$ cat src/rtl/nibble_sort_sequencer.sv
// Bubble-sorts a DEPTH-element burst through one shared comparator: load, sort in place, drain.
// Build option SORT_EARLY_EXIT_EN ends the sort after the first pass with no swaps.
module nibble_sort_sequencer #(
  parameter int WIDTH = 4,
  parameter int DEPTH = 4
) (
  input  logic             clk,
  input  logic             rst_n,
  input  logic             in_valid,
  output logic             in_ready,
  input  logic [WIDTH-1:0] in_data,
  output logic             out_valid,
  input  logic             out_ready,
  output logic [WIDTH-1:0] out_data,
  output logic             out_last,
  output logic             busy,
  output logic [7:0]       swap_cnt
);

  localparam int PW = $clog2(DEPTH);
  localparam logic [PW-1:0] LAST_IDX  = PW'(DEPTH - 1);
  localparam logic [PW-1:0] LAST_CMP  = PW'(DEPTH - 2);
  localparam logic [PW-1:0] LAST_PASS = PW'(DEPTH - 2);

  typedef enum logic [1:0] {LOAD, SORT, DRAIN} state_t;

  state_t           state;
  logic [WIDTH-1:0] mem [DEPTH];
  logic [PW-1:0]    wr_ptr;
  logic [PW-1:0]    rd_ptr;
  logic [PW-1:0]    idx;
  logic [PW-1:0]    idx_nxt;
  logic [PW-1:0]    pass;
  logic             swapped;
  logic             gt;
  logic             early_exit;
  logic             do_load;
  logic             do_swap;

  // The single magnitude comparator; only "greater" triggers a swap, so equal keys stay stable.
  assign idx_nxt = idx + 1'b1;
  assign gt      = mem[idx] > mem[idx_nxt];

`ifdef SORT_EARLY_EXIT_EN
  assign early_exit = !(swapped || gt);
`else
  assign early_exit = 1'b0;
`endif

  assign do_load = (state == LOAD) && in_valid;
  assign do_swap = (state == SORT) && gt;

  assign in_ready  = (state == LOAD);
  assign out_valid = (state == DRAIN);
  assign busy      = (state == SORT);
  assign out_last  = (state == DRAIN) && (rd_ptr == LAST_IDX);
  assign out_data  = (state == DRAIN) ? mem[rd_ptr] : '0;

  // Storage carries no reset: a discarded burst is simply overwritten by the next load.
  always_ff @(posedge clk) begin
    if (do_load) begin
      mem[wr_ptr] <= in_data;
    end else if (do_swap) begin
      mem[idx]     <= mem[idx_nxt];
      mem[idx_nxt] <= mem[idx];
    end
  end

  always_ff @(posedge clk or negedge rst_n) begin
    if (!rst_n) begin
      state    <= LOAD;
      wr_ptr   <= '0;
      rd_ptr   <= '0;
      idx      <= '0;
      pass     <= '0;
      swapped  <= 1'b0;
      swap_cnt <= 8'd0;
    end else begin
      case (state)
        LOAD: begin
          if (in_valid) begin
            if (wr_ptr == LAST_IDX) begin
              wr_ptr   <= '0;
              idx      <= '0;
              pass     <= '0;
              swapped  <= 1'b0;
              swap_cnt <= 8'd0;
              state    <= SORT;
            end else begin
              wr_ptr <= wr_ptr + 1'b1;
            end
          end
        end
        SORT: begin
          if (gt && (swap_cnt != 8'hFF)) begin
            swap_cnt <= swap_cnt + 8'd1;
          end
          if (idx == LAST_CMP) begin
            idx     <= '0;
            pass    <= pass + 1'b1;
            swapped <= 1'b0;
            if ((pass == LAST_PASS) || early_exit) begin
              rd_ptr <= '0;
              state  <= DRAIN;
            end
          end else begin
            idx     <= idx_nxt;
            swapped <= swapped | gt;
          end
        end
        DRAIN: begin
          if (out_ready) begin
            if (rd_ptr == LAST_IDX) begin
              rd_ptr <= '0;
              wr_ptr <= '0;
              state  <= LOAD;
            end else begin
              rd_ptr <= rd_ptr + 1'b1;
            end
          end
        end
        default: state <= LOAD;
      endcase
    end
  end

endmodule
$ cat config.mk
export PLATFORM = sky130hd
export DESIGN_NAME = nibble_sort_sequencer
export DESIGN_NICKNAME = d
export VERILOG_FILES = /design/src/rtl/nibble_sort_sequencer.sv
export SDC_FILE = /design/constraint.sdc
export NUM_CORES = 1
export LEC_CHECK = 0
export BUFFER_PORTS_ARGS = -buffer_cell sky130_fd_sc_hd__clkbuf_2
export CAP_MARGIN = 25
export CORE_MARGIN = 2
export CORE_UTILIZATION = 60
export CTS_BUF_LIST = sky130_fd_sc_hd__clkbuf_2
export CTS_CLUSTER_SIZE = 30
export DETAILED_ROUTE_END_ITERATION = 6
export GPL_TIMING_DRIVEN = 0
export PLACE_DENSITY = 0.81
export SYNTH_ARGS = -nofsm -noshare
export SYNTH_HDL_FRONTEND = slang
export SYNTH_SLANG_ARGS = --single-unit
$ cat constraint.sdc
create_clock -name clk -period 4.9 [get_ports clk]
set_input_delay 0.245 -clock clk [delete_from_list [all_inputs] [get_ports clk]]
set_output_delay 0.245 -clock clk [all_outputs]
set_load 0.05 [all_outputs]
Word-level counts from Yosys, hierarchy flattened
Memory sizes are Yosys's and may differ from the RTL's.
Cells that the tools add are included.
{ "word_totals": {"ff_bits": 18, "latchBits": 0, "ramBits": 16, "rom_bits": 0, "output_inout_bits": 16, "elab_cells": 76, "mem_count": 1} }
{ "classes": {"add_sub_neg": 5, "n_mul": 0, "div_mod_pow": 0, "n_lt_le_gt_ge": 1, "eq_ne": 14, "shift": 0, "mux": 34, "bitwise_logic": 0, "reduce_logical": 15} }
{ "memory_table": {"columns": ["name", "words", "word_bits", "read_ports", "rd_clocked_by_memory_dff", "wr", "line", "text"], "rows": [
  ["mem", 4, 4, 3, 0, 2, "28", "logic [WIDTH-1:0] mem [DEPTH];"]
]} }
{ "ops": {"columns": ["cell", "count"], "rows": [
  ["two-way mux 2 bit", 17],
  ["two-way mux 8 bit", 3],
  ["one-hot mux 2 bit (2 select lines)", 4],
  ["one-hot mux 8 bit (2 select lines)", 1],
  ["AND reduction 4 bit", 4],
  ["inequality test 2 x 1 -> 1 bit (second input constant)", 6],
  ["== test 2 bit (second input constant)", 5],
  ["adder 2 x 1 -> 2 bit (second input constant)", 4],
  ["adder 8 x 1 -> 8 bit (second input constant)", 1],
  ["two-way mux 4 bit", 2],
  ["inequality test 8 bit (second input constant)", 1],
  ["two-way mux 1 bit", 6],
  ["one-hot mux 2 bit (3 select lines)", 1],
  ["AND reduction 6 bit", 1],
  ["nonzero test 2 bit", 3],
  ["greater-than comparator 4 bit", 1],
  ["logical AND 1 bit", 4],
  ["OR reduction 4 bit", 1],
  ["AND reduction 3 bit", 1],
  ["== test 2 x 1 -> 1 bit (second input constant)", 1],
  ["zero test 2 bit", 1],
  ["inequality test 2 bit (second input constant)", 1]
]} }

Depth between registers and ports, before layout
An unclocked memory read counts as a cell.
{ "depth": {"depth_word": 9, "depth_mapped": 16, "depth_no_buf": 11} }

Worst setup path before layout
Ideal clock, no wire load.
{ "synth_timing": {"kind": "flip-flop to flip-flop", "startpoint": "reg idx[0]", "endpoint": "mem mem[2][0], enable pin", "setup_time_ns": 0.361, "arrival_ns": 3.252, "required_time_ns": 4.539, "setup_slack_ns": 1.286, "path_stages_with_launch": 15, "path_cell_list": "dfrtp_1 clkbuf_1 inv_1 buf_1 ha_1 buf_2 mux2_2 mux2i_1 ha_1 nand4_1 nand2_1 a21o_1 buf_6 buf_6 o21ai_0"} }
{ "synth_rtl": {"columns": ["item", "line", "text"], "rows": [
  ["from (decl)", "31", "logic [PW-1:0] idx;"],
  ["from (signal assigned)", "107", "idx <= idx_nxt;"],
  ["to (decl)", "28", null]
]} }

==> results_dict.tcl <==
set metrics [dict create \
    status "finished, final reports clean" \
    cp-start-kind "flip-flop" \
    setup-tns-final_ns 0 \
    cp_max_fo 12 \
    gr-usage-all-layers_pct 27.9 \
    numCtsBuffers 5 \
    final_core_util_pct 68.2 \
    relSlewSlack_pct 55.5 \
    critPathRequiredTime_ns 4.94 \
    finish.net_count 320 \
    ys_seq_area_share_pct 36.9 \
    die_x_um 68.8 \
    synth_area_um2 2520 \
    rsz0062_at_grt "false" \
    grt_max_degree 19 \
    cts.sinks 34 \
    clockBufferDepth 2 \
    slew_viol_final 0 \
    dp_hpwl_um 4700 \
    die_h_um 68.8 \
    drt-total-wl_um 6180 \
    clkTransAtPathRegs_ns 0.19 \
    critPathSlowestCell "o21ai_0" \
    yosysWarningCount 0 \
    min_path_type "in2reg" \
    cap_violations 0 \
    gp_congestion 0.911 \
    antenna_found_initial 0 \
    num_io_pins 24 \
    n_antenna_cell 0 \
    finalSetupViolCount 0 \
    rows 23 \
    report.final.hold_viol_count 0 \
    cts_root_buffer "clkbuf_2" \
    grt_overflow 0 \
    worstMarginPinSlew_ns 0.667 \
    worstSetupPathType "reg2reg" \
    area_growth_pct 8.98 \
    grt_pass1_wl_um 9650 \
    synth_fp_nets 289 \
    wl_per_cell_um 17.7 \
    drc 0 \
    detail_route.vias_per_cell 6.63 \
    cts_setup_buffers 0 \
    drive_gt1_share_pct 21.0 \
    grt_pass1_vias 1976 \
    cts-htree-levels 2 \
    clock_latency_ns 0.40 \
    path_cells "clkbuf_1 -> inv_1 -> buf_1 -> ha_1 -> buf_2 -> mux2_2 -> mux2i_1 -> ha_1 -> nand4_1 -> nand2_1 -> a21o_1 -> buf_6 -> buf_6 -> o21ai_0" \
    ys_seq_elements 34 \
    cp_data_arrival_time_ns 4.43 \
    min_period_over_period_pct 89.6 \
    ant_nets 0 \
    initial_utilization_pct 62.6 \
    syn_avg_cell_area_um2 9.41 \
    clock.fmax_mhz 228 \
    cts_tree "built" \
    fin_crit_ns 4.39 \
    max_stage_delay_ns 0.53 \
    worstSetupEndpointType "flip-flop" \
    core_area_um2 4030 \
    drtPass1Iterations 7 \
    design.die.area_um2 4740 \
    drt_iter0_markers 298 \
    numPortBuffers 23 \
    fin_skew_ns 0.0266 \
    ys_types 40 \
    vias 2320 \
    syn-instance-count 268 \
]
Yosys cell counts, drive strengths merged:
cell / number / area share [%]
mux2i: 7 / 2.8
mux2: 17 / 7.6
buf: 7 / 2.1
a31oi: 2 / 0.50
and2: 6 / 1.5
nor2: 18 / 2.7
a21o: 2 / 0.60
nor2b: 2 / 0.50
inv: 10 / 1.5
and2b: 1 / 0.30
nand2: 31 / 4.6
o211ai: 3 / 1.1
a22o: 4 / 1.4
or3: 3 / 0.74
and3: 1 / 0.25
nor3: 2 / 0.40
a211oi: 1 / 0.30
o22ai: 34 / 8.4
o2bb2ai: 1 / 0.35
ha: 13 / 6.4
nand4: 1 / 0.25
dfrtp: 18 / 18
edfxtp: 16 / 19
o32ai: 1 / 0.35
or2: 6 / 1.5
nor3b: 1 / 0.30
mux4: 4 / 3.6
o21ai: 9 / 1.8
nand3: 8 / 1.6
nand2b: 5 / 1.2
a21oi: 9 / 1.8
o21a: 1 / 0.30
o31ai: 18 / 5.4
clkbuf: 5 / 0.74
o31a: 1 / 0.35
metrics by stage:
stage | hold slack, ns | instance area (um^2) | std cells | setup slack [ns]
3_5_place_dp | 0.226 | 2700 | 341 | 0.616
4_1_cts | 0.128 | 2750 | 350 | 0.565
5_1_grt | 0.148 | 2750 | 350 | 0.251
3_3_place_gp | 0.215 | 2700 | 341 | 0.685
6_report | 0.124 | 2750 | 350 | 0.511
2_1_floorplan | -0.0506 | 2520 | 268 | 1.29
cells by family (layout without fill, tap and decap cells):
family	count (synthesis)	in the layout	share of synthesized area, %
adder cells (fa/ha/maj)	13	13	6.45
flip-flops	34	34	36.9
buffers and inverters	22	54	4.32
AND/OR/NAND/NOR	85	85	15.8
multiplexers	28	28	13.9
AO/OA/AOI/OAI	86	86	22.6
cells in the final DEF, fill, tap and decap left out, types with 3 or more instances in the layout:
master and n:
nand2b_1 5, nor2_1 18, mux2i_1 7, buf_6 3
clkbuf_1 5, ha_1 13, mux4_2 4, o21ai_0 8
buf_2 3, nand2_1 31, mux2_2 17, dfrtp_1 18
or2_2 5, o31ai_1 18, and2_1 6, o22ai_1 34
nand3_1 8, inv_1 10, clkbuf_2 29, edfxtp_1 16
a22o_1 4, or3_1 3, a21oi_1 9
final cells by class:
cell class	instances	area (um^2)
clock buffer	6	30.0
buffer	12	71.3
inverter	10	37.5
sequential	34	931
timing repair buffer	24	125
clock inverter	2	8.76
multi-input combinational	212	1480
tap	50	62.6
fill	323	1280
sequential cells by signal (all words and copies together) (netlist names):
name / count
idx: 2
mem: 16
pass: 2
rd_ptr: 2
state: 2
swap_cnt: 8
wr_ptr: 2
worst paths after layout:
path / startpoint / end / slack [ns] / cells after the start
min in group asynchronous: rst_n / swap_cnt[1] / 0.29 / 2
max: idx[0] / mem[3][3] / 0.51 / 14
max reg2reg: idx[0] / mem[3][3] / 0.51 / 14
max in group asynchronous: rst_n / swap_cnt[2] / 4.26 / 2
min reg2reg: pass[0] / pass[0] / 0.53 / 1
min: out_ready / rd_ptr[0] / 0.12 / 3
per-layer routing:
| layer | vias up | share of wire, % | GRT usage (%) |
|---|---|---|---|
| met1 | 1056 | 43 | 39.9 |
| met3 | 25 | 9.6 | 6.33 |
| met4 | 0 | 2.1 | 8.09 |
| li1 | 1087 | - | - |
| met5 | - | 0 | 0 |
| met2 | 152 | 45 | 42.3 |
what timing repair did:
action / in CTS / in global routing
resized for setup: 0 / 0
hold buffers: 1 / 0
hold endpoints to repair: 18 / 0
critical path: cells and delay by family, from the launching register on:
kind / cells / cell delay [ns]
flip-flops: 1 / 0.47
adder cells (fa/ha/maj): 2 / 0.68
multiplexers: 2 / 0.59
AND/OR/NAND/NOR: 2 / 0.18
buffers and inverters: 6 / 1.37
AO/OA/AOI/OAI: 2 / 0.74
Power is not shown: default switching activity piles up to over one toggle a cycle in this logic, so the estimate is an artifact.
